[src/rtl/timer_pkg.sv]
// Shared types and constants for the timer comparator sequencer.
// State encoding, register map addresses and CTRL bit positions.
package timer_pkg;

  typedef enum logic [1:0] {
    IDLE  = 2'd0,
    COUNT = 2'd1,
    HOLD  = 2'd2
  } state_t;

  localparam logic [1:0] A_CTRL   = 2'd0;
  localparam logic [1:0] A_PERIOD = 2'd1;
  localparam logic [1:0] A_ACK    = 2'd2;

  localparam int B_RUN     = 0;
  localparam int B_ONESHOT = 1;
  localparam int B_IRQEN   = 2;

endpackage

[src/rtl/timer_presc.sv]
// Sample-tick prescaler: counts 0..PRESCALE-1 while EN, else held at 0.
// Ports: CK, nRES (async low), EN in; TICK out (one CK at terminal count).
module timer_presc #(
  parameter int PRESCALE = 384,
  parameter int PW       = 9
) (
  input  logic CK,
  input  logic nRES,
  input  logic EN,
  output logic TICK
);

  localparam logic [PW-1:0] LAST = PW'(PRESCALE - 1);

  logic [PW-1:0] cnt;

  always_ff @(posedge CK or negedge nRES) begin
    if (!nRES) begin
      cnt <= '0;
    end else if (!EN || cnt == LAST) begin
      cnt <= '0;
    end else begin
      cnt <= cnt + 1'b1;
    end
  end

  assign TICK = EN && (cnt == LAST);

endmodule

[src/rtl/timer_ctrl.sv]
// Timer comparator sequencer: register map, FSM, ACC, JKCK strobe, IRQ.
// Ports: CK, nRES, PIN_DB_IN[7:0], PIN_AB[1:0], nWR in;
//        ACC[7:0], JKCK, nIRQ, BUSY out.
module timer_ctrl
  import timer_pkg::*;
#(
  parameter int PRESCALE = 384,
  parameter int PW       = 9
) (
  input  logic       CK,
  input  logic       nRES,
  input  logic [7:0] PIN_DB_IN,
  input  logic [1:0] PIN_AB,
  input  logic       nWR,
  output logic [7:0] ACC,
  output logic       JKCK,
  output logic       nIRQ,
  output logic       BUSY
);

  state_t     state;
  logic       nwr_d;
  logic [2:0] ctrl;
  logic [7:0] period;

  logic       wr;
  logic       ctrl_wr;
  logic       per_wr;
  logic       ack_wr;
  logic [2:0] ctrl_n;
  logic       en;
  logic       tick;
  logic       match;
  logic       irq_set;

  always_comb begin
    wr      = !nWR && nwr_d;
    ctrl_wr = wr && (PIN_AB == A_CTRL);
    per_wr  = wr && (PIN_AB == A_PERIOD);
    ack_wr  = wr && (PIN_AB == A_ACK);
    // CTRL as it will be after this edge; a same-edge RUN clear
    // therefore suppresses the tick and any match.
    ctrl_n  = ctrl_wr ? PIN_DB_IN[2:0] : ctrl;
    en      = (state == COUNT) && ctrl_n[B_RUN];
    match   = tick && (ACC == period);
    irq_set = match && ctrl_n[B_IRQEN];
  end

  timer_presc #(
    .PRESCALE (PRESCALE),
    .PW       (PW)
  ) u_presc (
    .CK   (CK),
    .nRES (nRES),
    .EN   (en),
    .TICK (tick)
  );

  always_ff @(posedge CK or negedge nRES) begin
    if (!nRES) begin
      state  <= IDLE;
      nwr_d  <= 1'b1;
      ctrl   <= '0;
      period <= '0;
      ACC    <= '0;
      JKCK   <= 1'b0;
      nIRQ   <= 1'b1;
    end else begin
      nwr_d <= nWR;
      JKCK  <= 1'b0;
      ctrl  <= ctrl_n;
      if (per_wr) begin
        period <= PIN_DB_IN;
      end
      // set wins over a same-edge ACK
      nIRQ <= !(irq_set || (!nIRQ && !ack_wr));
      unique case (state)
        IDLE, HOLD: begin
          ACC <= '0;
          if (ctrl_n[B_RUN]) begin
            state <= COUNT;
          end
        end
        COUNT: begin
          if (!ctrl_n[B_RUN]) begin
            state <= IDLE;
            ACC   <= '0;
          end else if (match) begin
            ACC  <= '0;
            JKCK <= 1'b1;
            if (ctrl_n[B_ONESHOT]) begin
              ctrl[B_RUN] <= 1'b0;
              state       <= HOLD;
            end
          end else if (tick) begin
            ACC <= ACC + 8'd1;
          end
        end
        default: begin
          state <= IDLE;
          ACC   <= '0;
        end
      endcase
    end
  end

  assign BUSY = (state == COUNT);

endmodule

[config.mk]
export PLATFORM = sky130hd
export DESIGN_NAME = timer_ctrl
export DESIGN_NICKNAME = d
export VERILOG_FILES = /design/src/rtl/timer_pkg.sv /design/src/rtl/timer_presc.sv /design/src/rtl/timer_ctrl.sv
export SDC_FILE = /design/constraint.sdc
export NUM_CORES = 1
export LEC_CHECK = 0
export ABC_CLOCK_PERIOD_IN_PS = 2900
export BUFFER_PORTS_ARGS = -buffer_cell sky130_fd_sc_hd__buf_2
export CORE_MARGIN = 1.5
export CORE_UTILIZATION = 50
export CTS_CLUSTER_SIZE = 12
export DETAILED_ROUTE_END_ITERATION = 8
export PLACE_DENSITY = 0.74
export SLEW_MARGIN = 5
export SYNTH_ARGS = -nofsm -noshare
export SYNTH_HDL_FRONTEND = slang
export SYNTH_HIERARCHICAL = 1
export SYNTH_SLANG_ARGS = --single-unit
[constraint.sdc]
create_clock -name CK -period 2.9 [get_ports CK]
set_input_delay 0.87 -clock CK [delete_from_list [all_inputs] [get_ports CK]]
set_output_delay 0.87 -clock CK [all_outputs]
set_load 0.02 [all_outputs]
After elaboration in Yosys (flattened, before gate mapping)
Cells that the tools add are included.
- flip-flop bits (word level): 33
- input bits: 13
- output and inout bits: 11
- logic and storage cells: 58
- add/subtract/negate cells: 2
- equality and inequality tests: 10
- multiplexer cells: 18
- reduce and logical (&&, ||, !) cells: 20
- operators with widths (cell ; count):
    $mux 8 ; 4
    $add 9x1->9 const B ; 1
    $eq 9x9->1 const B ; 1
    $logic_and 1x1->1 ; 9
    $mux 9 ; 1
    $add 8x1->8 const B ; 1
    $eq 8x8->1 ; 1
    $mux 2 ; 4
    $mux 1 ; 7
    $ne 3x2->1 const B ; 2
    $logic_not 1->1 ; 5
    $eq 2x1->1 const B ; 2
    $eq 2x2->1 const B ; 2
    $logic_not 2->1 ; 2
    $ne 4x2->1 const B ; 1
    $pmux 2 s2 ; 1
    $mux 3 ; 1
    $reduce_and 3->1 ; 1
    $logic_or 1x1->1 ; 2
    $ne 2x2->1 const B ; 1
    $reduce_or 2->1 ; 1

Longest topological paths before layout
Gate-level depths: netlist of the first run.
- word-level depth: 10
- depth in mapped cells: 11
- depth with buffers taken out: 10

Modules after synthesis
The synthesis of the first run kept the hierarchy.
- by module, submodules not included (module ; times used ; cells an instance ; area an instance (um^2) ; seq. area each (um^2)):
    timer_ctrl ; 1 ; 101 ; 1208.7 ; 603.1
    timer_presc ; 1 ; 43 ; 436.7 ; 225.2

Worst setup path after synthesis of the first run
Ideal clock, no wire load.
- path kind: input to register
- start point: in nWR
- end point: reg ACC[5]
- setup time: 0.087 ns
- arrival: 3.184 ns
- data required time: 2.813 ns
- path slack: -0.371 ns
- cell stages on the path: 11
- path buffers: 1
- cell sequence: nor4b_4 mux2_2 nand2_4 inv_1 inv_1 nor3_1 buf_4 nor4bb_1 mux2_4 or4_1 a211oi_2
- cells in the longest elaborated chain, start to end: 10
- elaborated cells on any way between the ends: 11
- classes of those cells: eq/ne: 1; mux: 4; reduce/logical: 6
- ends and longest elaborated chain (what ; RTL line ; RTL):
    from (decl) ; timer_ctrl.sv:14 ; input logic nWR,
    $logic_not 1->1 * ; timer_ctrl.sv:37 ; wr = !nWR && nwr_d;
    $logic_and 1x1->1 * ; timer_ctrl.sv:37 ;
    $logic_and 1x1->1 * ; timer_ctrl.sv:38 ; ctrl_wr = wr && (PIN_AB == A_CTRL);
    $mux 3 * ; timer_ctrl.sv:43 ; ctrl_n = ctrl_wr ? PIN_DB_IN[2:0] : ctrl;
    $logic_and 1x1->1 * ; timer_ctrl.sv:44 ; en = (state == COUNT) && ctrl_n[B_RUN];
    via en ; timer_ctrl.sv:31 ; logic en;
    $logic_and 1x1->1 * ; timer_presc.sv:27 ; assign TICK = EN && (cnt == LAST);
    via tick ; timer_ctrl.sv:32 ; logic tick;
    $logic_and 1x1->1 ; timer_ctrl.sv:45 ; match = tick && (ACC == period);
    $mux 8 ; timer_ctrl.sv:88 ; end else if (match) begin
    $mux 8 ; timer_ctrl.sv:85 ; if (!ctrl_n[B_RUN]) begin
    $mux 8 ; timer_ctrl.sv:77 ; unique case (state)
    to (signal assigned) ; timer_ctrl.sv:96 ; ACC <= ACC + 8'd1;
    to (decl) ; timer_ctrl.sv:15 ; output logic [7:0] ACC,
Mark *: on every way through the listed nets, which the timed path passes. The rest lies on a longest branch.
A chain may end at the register's enable or synchronous reset.

Worst setup path in the final report of the first run
- start point: in PIN_AB[0]
- end point: reg ACC[7]
- cells in the longest elaborated chain, start to end: 9
- elaborated cells on any way between the ends: 10
- classes of those cells: eq/ne: 1; mux: 4; reduce/logical: 5
- ends and longest elaborated chain (what ; RTL line ; RTL):
    from (decl) ; timer_ctrl.sv:13 ; input logic [1:0] PIN_AB,
    $logic_not 2->1 * ; timer_ctrl.sv:38 ;
    $logic_and 1x1->1 * ; timer_ctrl.sv:38 ;
    $mux 3 * ; timer_ctrl.sv:43 ;
    $logic_and 1x1->1 * ; timer_ctrl.sv:44 ;
    via en ; timer_ctrl.sv:31 ;
    $logic_and 1x1->1 * ; timer_presc.sv:27 ;
    via tick ; timer_ctrl.sv:32 ;
    $logic_and 1x1->1 ; timer_ctrl.sv:45 ;
    $mux 8 ; timer_ctrl.sv:88 ;
    $mux 8 ; timer_ctrl.sv:85 ;
    $mux 8 ; timer_ctrl.sv:77 ;
Marks and branches as above.

==> flow_metrics.py, run 1 <==
metrics = {
    "global_route": {
        "grt-busiest-layer": "met2",
        "gr-usage-met2_pct": 35.6,
        "grt_max_degree": 34,
        "grt_pass1_vias": 1286,
        "grt_use_total_pct": 21.2,
        "gr-usage-met3_pct": 5.54,
        "grt_pass1_wl_um": 5590,
        "use_met1_pct": 25.3,
        "antenna_found_initial": 0,
        "grt_overflow_total": 0,
    },
    "hold_path": {
        "min_path_type": "flip-flop to flip-flop",
    },
    "routing": {
        "remaining_drc_errors": 0,
        "drtPass1Iterations": 6,
        "vias": 1282,
        "drt-total-wl_um": 3310,
        "ant_nets": 0,
        "dr.first_iter.drc_count": 46,
        "routedWlPerCell_um": 14.7,
        "avgViaCountPerCell": 5.70,
    },
    "final_layout": {
        "diodes": 0,
        "multi_input_area_sq_um": 791,
        "nNetsFinal": 195,
        "synthToLayoutAreaGrowth_pct": 17.1,
        "final_common_cell": "dfrtp_1",
        "finish.utilization_pct": 62.6,
        "drive_gt1_share_pct": 37.0,
        "fillers": 254,
        "final_cell_mix": "dfrtp_1 (31), buf_2 (23), nand2_1 (11)",
        "seq_area_sq_um": 828,
    },
    "floorplan": {
        "initial_core_util_pct": 53.5,
        "io_pins": 24,
        "fp.dieH_um": 60.4,
        "fp.coreArea_sq_mm": 0.00308,
        "rows": 20,
        "die_width_um": 60.4,
        "fp.dieArea_sq_mm": 0.00364,
    },
    "status": {
        "status": "finished, final reports clean",
    },
    "sta": {
        "finalClockSkew_ns": 0.00765,
        "period_share_pct": 90.4,
        "slew_viol_final": 0,
        "slew_headroom_pct": 51.1,
        "min_period_ns": 2.62,
        "worst_pin_slew_ns": 0.733,
        "setup_viol": 0,
        "setup_tns_ns": 0,
        "whs_ns": 0.487,
        "fmax_mhz": 382,
        "hold_viol_final": 0,
        "rsz0062_at_grt": "no",
    },
    "place": {
        "port_buffers": 23,
        "dp_hpwl_um": 2510,
        "routabilityCongestion": 0.850,
    },
    "critical_path": {
        "cp_data_arrival_time_ns": 2.87,
        "ff2ff_setup_slack_ns": 0.48,
        "timing.rr.start": "nwr_d$_DFF_PN1_",
        "r2r_end": "ACC[7]$_DFFE_PN0P_",
        "cp.required_ns": 3.15,
        "endpoint_kind": "flip-flop",
        "start_kind": "primary input",
        "crit_fanout": 4,
        "crit_type": "primary input to flip-flop",
        "critPathLaunch": "PIN_AB[0]",
        "reg2reg_depth": 10,
        "crit_path_end": "ACC[7]$_DFFE_PN0P_",
    },
    "synth": {
        "syn_area_sq_mm": 0.00165,
        "syn_nets": 159,
        "synthCells": 144,
        "synth-seq-cells": 33,
        "syn_avg_cell_area_sq_um": 11.4,
        "async_flop_share_pct": 100,
        "ys_warn_count": 6,
        "synth-seq-area-share_pct": 50.3,
        "synth_edf_count": 0,
        "synth.distinct_cells": 41,
        "synth_ff_type": "dfrtp_1",
    },
    "clock_network": {
        "root_buffer": "clkbuf_4",
        "tritoncts": "built",
        "clock_latency_ns": 0.32,
        "hold_buffers": 0,
        "htreeDepth": 2,
        "post-cts-setup-buffers": 0,
        "clkSinkCount": 33,
        "cts_buffer_depth": 2,
        "cts.clk_slew.worst_paths_ns": 0.10,
        "cts_buffers": 5,
        "ctsResizeCount": 0,
    },
    "flow_run": {
        "maxCapViolCount": 0,
    },
    "power_and_ir_drop": {
        "p_leak_nw": 0.828,
        "ir_drop_mv": 0.348,
        "power_w": 0.000968,
        "power_density_mw_per_mm2": 503,
    },
}
-- metal layers --
| metal | up-vias | wire [um] |
|---|---|---|
| met5 | - | 0 |
| met4 | 0 | 57 |
| met3 | 7 | 110 |
| met2 | 25 | 1710 |
| met1 | 653 | 1430 |
| li1 | 597 | - |
-- how the worst min path moves through the flow --
stage	start	to	slack (ns)	depth (start not counted)
2_1_floorplan	u_presc/cnt[0]$_DFF_PN0_	u_presc/cnt[0]$_DFF_PN0_	0.45	1
3_3_place_gp	u_presc/cnt[0]$_DFF_PN0_	u_presc/cnt[0]$_DFF_PN0_	0.47	1
3_5_place_dp	u_presc/cnt[0]$_DFF_PN0_	u_presc/cnt[0]$_DFF_PN0_	0.47	1
4_1_cts	u_presc/cnt[0]$_DFF_PN0_	u_presc/cnt[0]$_DFF_PN0_	0.49	1
5_1_grt	u_presc/cnt[0]$_DFF_PN0_	u_presc/cnt[0]$_DFF_PN0_	0.51	1
6_report	u_presc/cnt[0]$_DFF_PN0_	u_presc/cnt[0]$_DFF_PN0_	0.49	1
-- flip-flops by register name (all words and copies together) (netlist names) --
register / count
period: 8
ctrl: 3
state: 2
u_presc/cnt: 9
nIRQ: 1
JKCK: 1
ACC: 8
nwr_d: 1
-- report_power, final --
group          leakage [nW]  internal, W  switching (W)
sequential            0.430     0.000503      0.0000294
clock                0.0320    0.0000924       0.000152
combinational         0.366    0.0000937      0.0000974
total                 0.828     0.000689       0.000279
-- cells by family (layout without fill, tap and decap cells) --
| family | Yosys count | after routing | synth area share, % |
|---|---|---|---|
| AOI/OAI and AO/OA | 21 | 21 | 8.74 |
| xor gates and xnor gates | 15 | 15 | 7.98 |
| adders and majority gates | 2 | 2 | 1.52 |
| buffers and inverters | 8 | 45 | 2.13 |
| DFF | 33 | 33 | 50.3 |
| muxes | 12 | 12 | 8.44 |
| and+or+nand+nor | 53 | 53 | 20.8 |
-- critical path, stage by stage --
cell	delay [ns]
buf_2	0.12
nor4b_4	0.32
mux2_4	0.22
nand2_4	0.05
inv_2	0.07
inv_2	0.04
nor3_2	0.17
nor4bb_1	0.09
mux2_4	0.29
or4_1	0.43
a211oi_2	0.20
-- metrics by stage --
stage | std cells | worst slack, ns | cell area, sq um
after floorplan | 144 | -0.108 | 1650
after global placement | 217 | 0.0383 | 1880
after detailed placement | 217 | -0.0699 | 1880
after CTS | 225 | 0.283 | 1930
after global routing | 225 | 0.149 | 1930
final | 225 | 0.280 | 1930
-- cell usage after synthesis, drive strengths merged (2+ instances only) --
library cell | instances | area, sq um
dfrtp | 31 | 776
mux2 | 12 | 139
nand2 | 12 | 52.6
xnor2 | 10 | 87.6
nor2 | 7 | 26.3
a21oi | 6 | 30.0
nand3 | 6 | 35.0
inv | 5 | 18.8
nand4 | 5 | 37.5
nor3 | 5 | 25.0
o21ai | 5 | 25.0
xor2 | 5 | 43.8
or4 | 3 | 22.5
a211oi | 2 | 25.0
a31oi | 2 | 12.5
buf | 2 | 12.5
dfstp | 2 | 52.6
ha | 2 | 25.0
nand4b | 2 | 17.5
nor3b | 2 | 15.0
nor4 | 2 | 18.8
nor4bb | 2 | 20.0
o31ai | 2 | 15.0
-- layout make-up --
class                   instances  area share, %
flip-flops and latches         33           43.0
clock inverters                 2          0.519
multi-input cells             103           41.0
repair buffers                 32           9.48
well taps                      44           2.86
clock buffers                   6           2.14
inverters                       5          0.974
Note: power is estimated with default switching activity, not from simulation.
==> run 2, diff against run 1 <==
- CORE_UTILIZATION: 50 -> 53
- CTS_BUF_LIST: not set -> sky130_fd_sc_hd__clkbuf_8
- PLACE_DENSITY: 0.74 -> 0.78
==> flow_metrics.py, run 2 (synthesized netlist as in run 1, its figures left out) <==
metrics = {
    "routing": {
        "drt-total-wl_um": 3330,
        "drtPass1Iterations": 4,
        "routedWlPerCell_um": 15.7,
        "vias": 1224,
        "remaining_drc_errors": 0,
        "ant_nets": 0,
        "dr.first_iter.drc_count": 44,
        "avgViaCountPerCell": 5.77,
    },
    "final_layout": {
        "regMostFlops": "u_presc/cnt",
        "final_cell_mix": "dfrtp_1 (31), buf_2 (23), nand2_1 (11)",
        "largest_reg_flops": 9,
        "finalInstanceArea_sq_mm": 0.00194,
        "nNetsFinal": 194,
        "drive_gt1_share_pct": 36.3,
        "finish.utilization_pct": 64.6,
        "diodes": 0,
        "synthToLayoutAreaGrowth_pct": 17.9,
        "top_regs": "u_presc/cnt (9), ACC (8), period (8)",
        "fillers": 240,
        "final_common_cell": "dfrtp_1",
    },
    "floorplan": {
        "io_pins": 24,
        "rows": 20,
        "fp.dieH_um": 58.7,
        "fp.coreArea_sq_mm": 0.00300,
        "die_width_um": 58.7,
        "fp.dieArea_sq_mm": 0.00345,
        "initial_core_util_pct": 54.8,
    },
    "clock_network": {
        "tritoncts": "built",
        "root_buffer": "clkbuf_8",
        "cts_buffer_depth": 2,
        "cts.clk_slew.worst_paths_ns": 0.06,
        "htreeDepth": 2,
        "clock_latency_ns": 0.28,
        "clkSinkCount": 33,
        "post-cts-setup-buffers": 0,
        "cts_buffers": 5,
        "hold_buffers": 0,
        "ctsResizeCount": 0,
    },
    "sta": {
        "fmax_mhz": 380,
        "worst_pin_slew_ns": 0.714,
        "slew_headroom_pct": 52.4,
        "hold_viol_final": 0,
        "slew_viol_final": 0,
        "period_share_pct": 90.7,
        "min_period_ns": 2.63,
        "setup_viol": 0,
        "rsz0062_at_grt": "no",
        "finalClockSkew_ns": 0.00389,
    },
    "global_route": {
        "grt_pass1_wl_um": 5290,
        "grt_overflow_total": 0,
        "grt_pass1_vias": 1189,
        "grt_use_total_pct": 21.2,
        "antenna_found_initial": 0,
        "grt_max_degree": 34,
    },
    "power_and_ir_drop": {
        "p_leak_nw": 0.839,
        "power_density_mw_per_mm2": 548,
        "ir_drop_mv": 0.332,
    },
    "critical_path": {
        "crit_type": "primary input to flip-flop",
        "start_kind": "primary input",
        "endpoint_kind": "flip-flop",
        "cp.required_ns": 3.10,
        "cp_data_arrival_time_ns": 2.83,
        "crit_fanout": 3,
    },
    "place": {
        "dp_hpwl_um": 2390,
        "place_area_sq_mm": 0.00185,
        "port_buffers": 23,
        "routabilityCongestion": 0.906,
    },
    "hold_path": {
        "min_path_type": "flip-flop to flip-flop",
    },
    "flow_run": {
        "maxCapViolCount": 0,
    },
    "status": {
        "status": "finished, final reports clean",
    },
}
[run 2: area by class of cell]
type | count | area (sq um) | share of cell area (%)
Clock buffer | 6 | 82.6 | 4.26
Inverter | 5 | 18.8 | 0.967
Tap cell | 33 | 41.3 | 2.13
Timing Repair Buffer | 31 | 175 | 9.03
Clock inverter | 1 | 3.75 | 0.193
Sequential cell | 33 | 828 | 42.7
Multi-Input combinational cell | 103 | 791 | 40.7
[run 2: final timing paths]
check,startpoint,endpoint,slack [ns],cells past startpoint
max in group asynchronous,nRES,ctrl[2]$_DFF_PN0_,1.81,1
worst max-delay path,PIN_AB[0],ACC[5]$_DFFE_PN0P_,0.27,11
worst max register to register,nwr_d$_DFF_PN1_,ACC[5]$_DFFE_PN0P_,0.53,10
min in group asynchronous,nRES,period[7]$_DFFE_PN0P_,0.63,1
worst min register to register,u_presc/cnt[0]$_DFF_PN0_,u_presc/cnt[0]$_DFF_PN0_,0.49,1
worst min-delay path,u_presc/cnt[0]$_DFF_PN0_,u_presc/cnt[0]$_DFF_PN0_,0.49,1
[run 2: metrics by stage]
step	hold WS (ns)	power, W	setup slack, ns	instances	setup TNS [ns]
after floorplan	0.453	0.000660	-0.108	144	-0.217
after global placement	0.468	0.000724	0.0591	205	0
final	0.488	0.00106	0.269	212	0
after global routing	0.502	0.00112	0.144	212	0
after CTS	0.494	0.00108	0.270	212	0
after detailed placement	0.484	0.000735	-0.0336	205	-0.0486
[run 2: worst max-delay path: stages]
cell and delay (ns):
buf_2 0.12, nor4b_4 0.31, mux2_4 0.22, nand2_4 0.05, inv_2 0.07, inv_2 0.04, nor3_2 0.16, nor4bb_1 0.09
mux2_4 0.29, or4_1 0.41, a211oi_2 0.19
[run 2: metal layers]
layer | vias up | track usage, % | wire length (um)
li1 | 592 | - | -
met5 | - | 0 | 0
met3 | 2 | 7.69 | 155
met2 | 33 | 35.0 | 1710
met4 | 0 | 9.42 | 17
met1 | 597 | 24.8 | 1450
[run 2: where the power goes]
group / switching [W] / leakage, nW / total (W) / internal (W)
Combinational: 0.0000985 / 0.361 / 0.000192 / 0.0000937
Sequential: 0.0000304 / 0.430 / 0.000535 / 0.000504
Clock: 0.000153 / 0.0485 / 0.000337 / 0.000184
Total: 0.000282 / 0.839 / 0.00106 / 0.000782
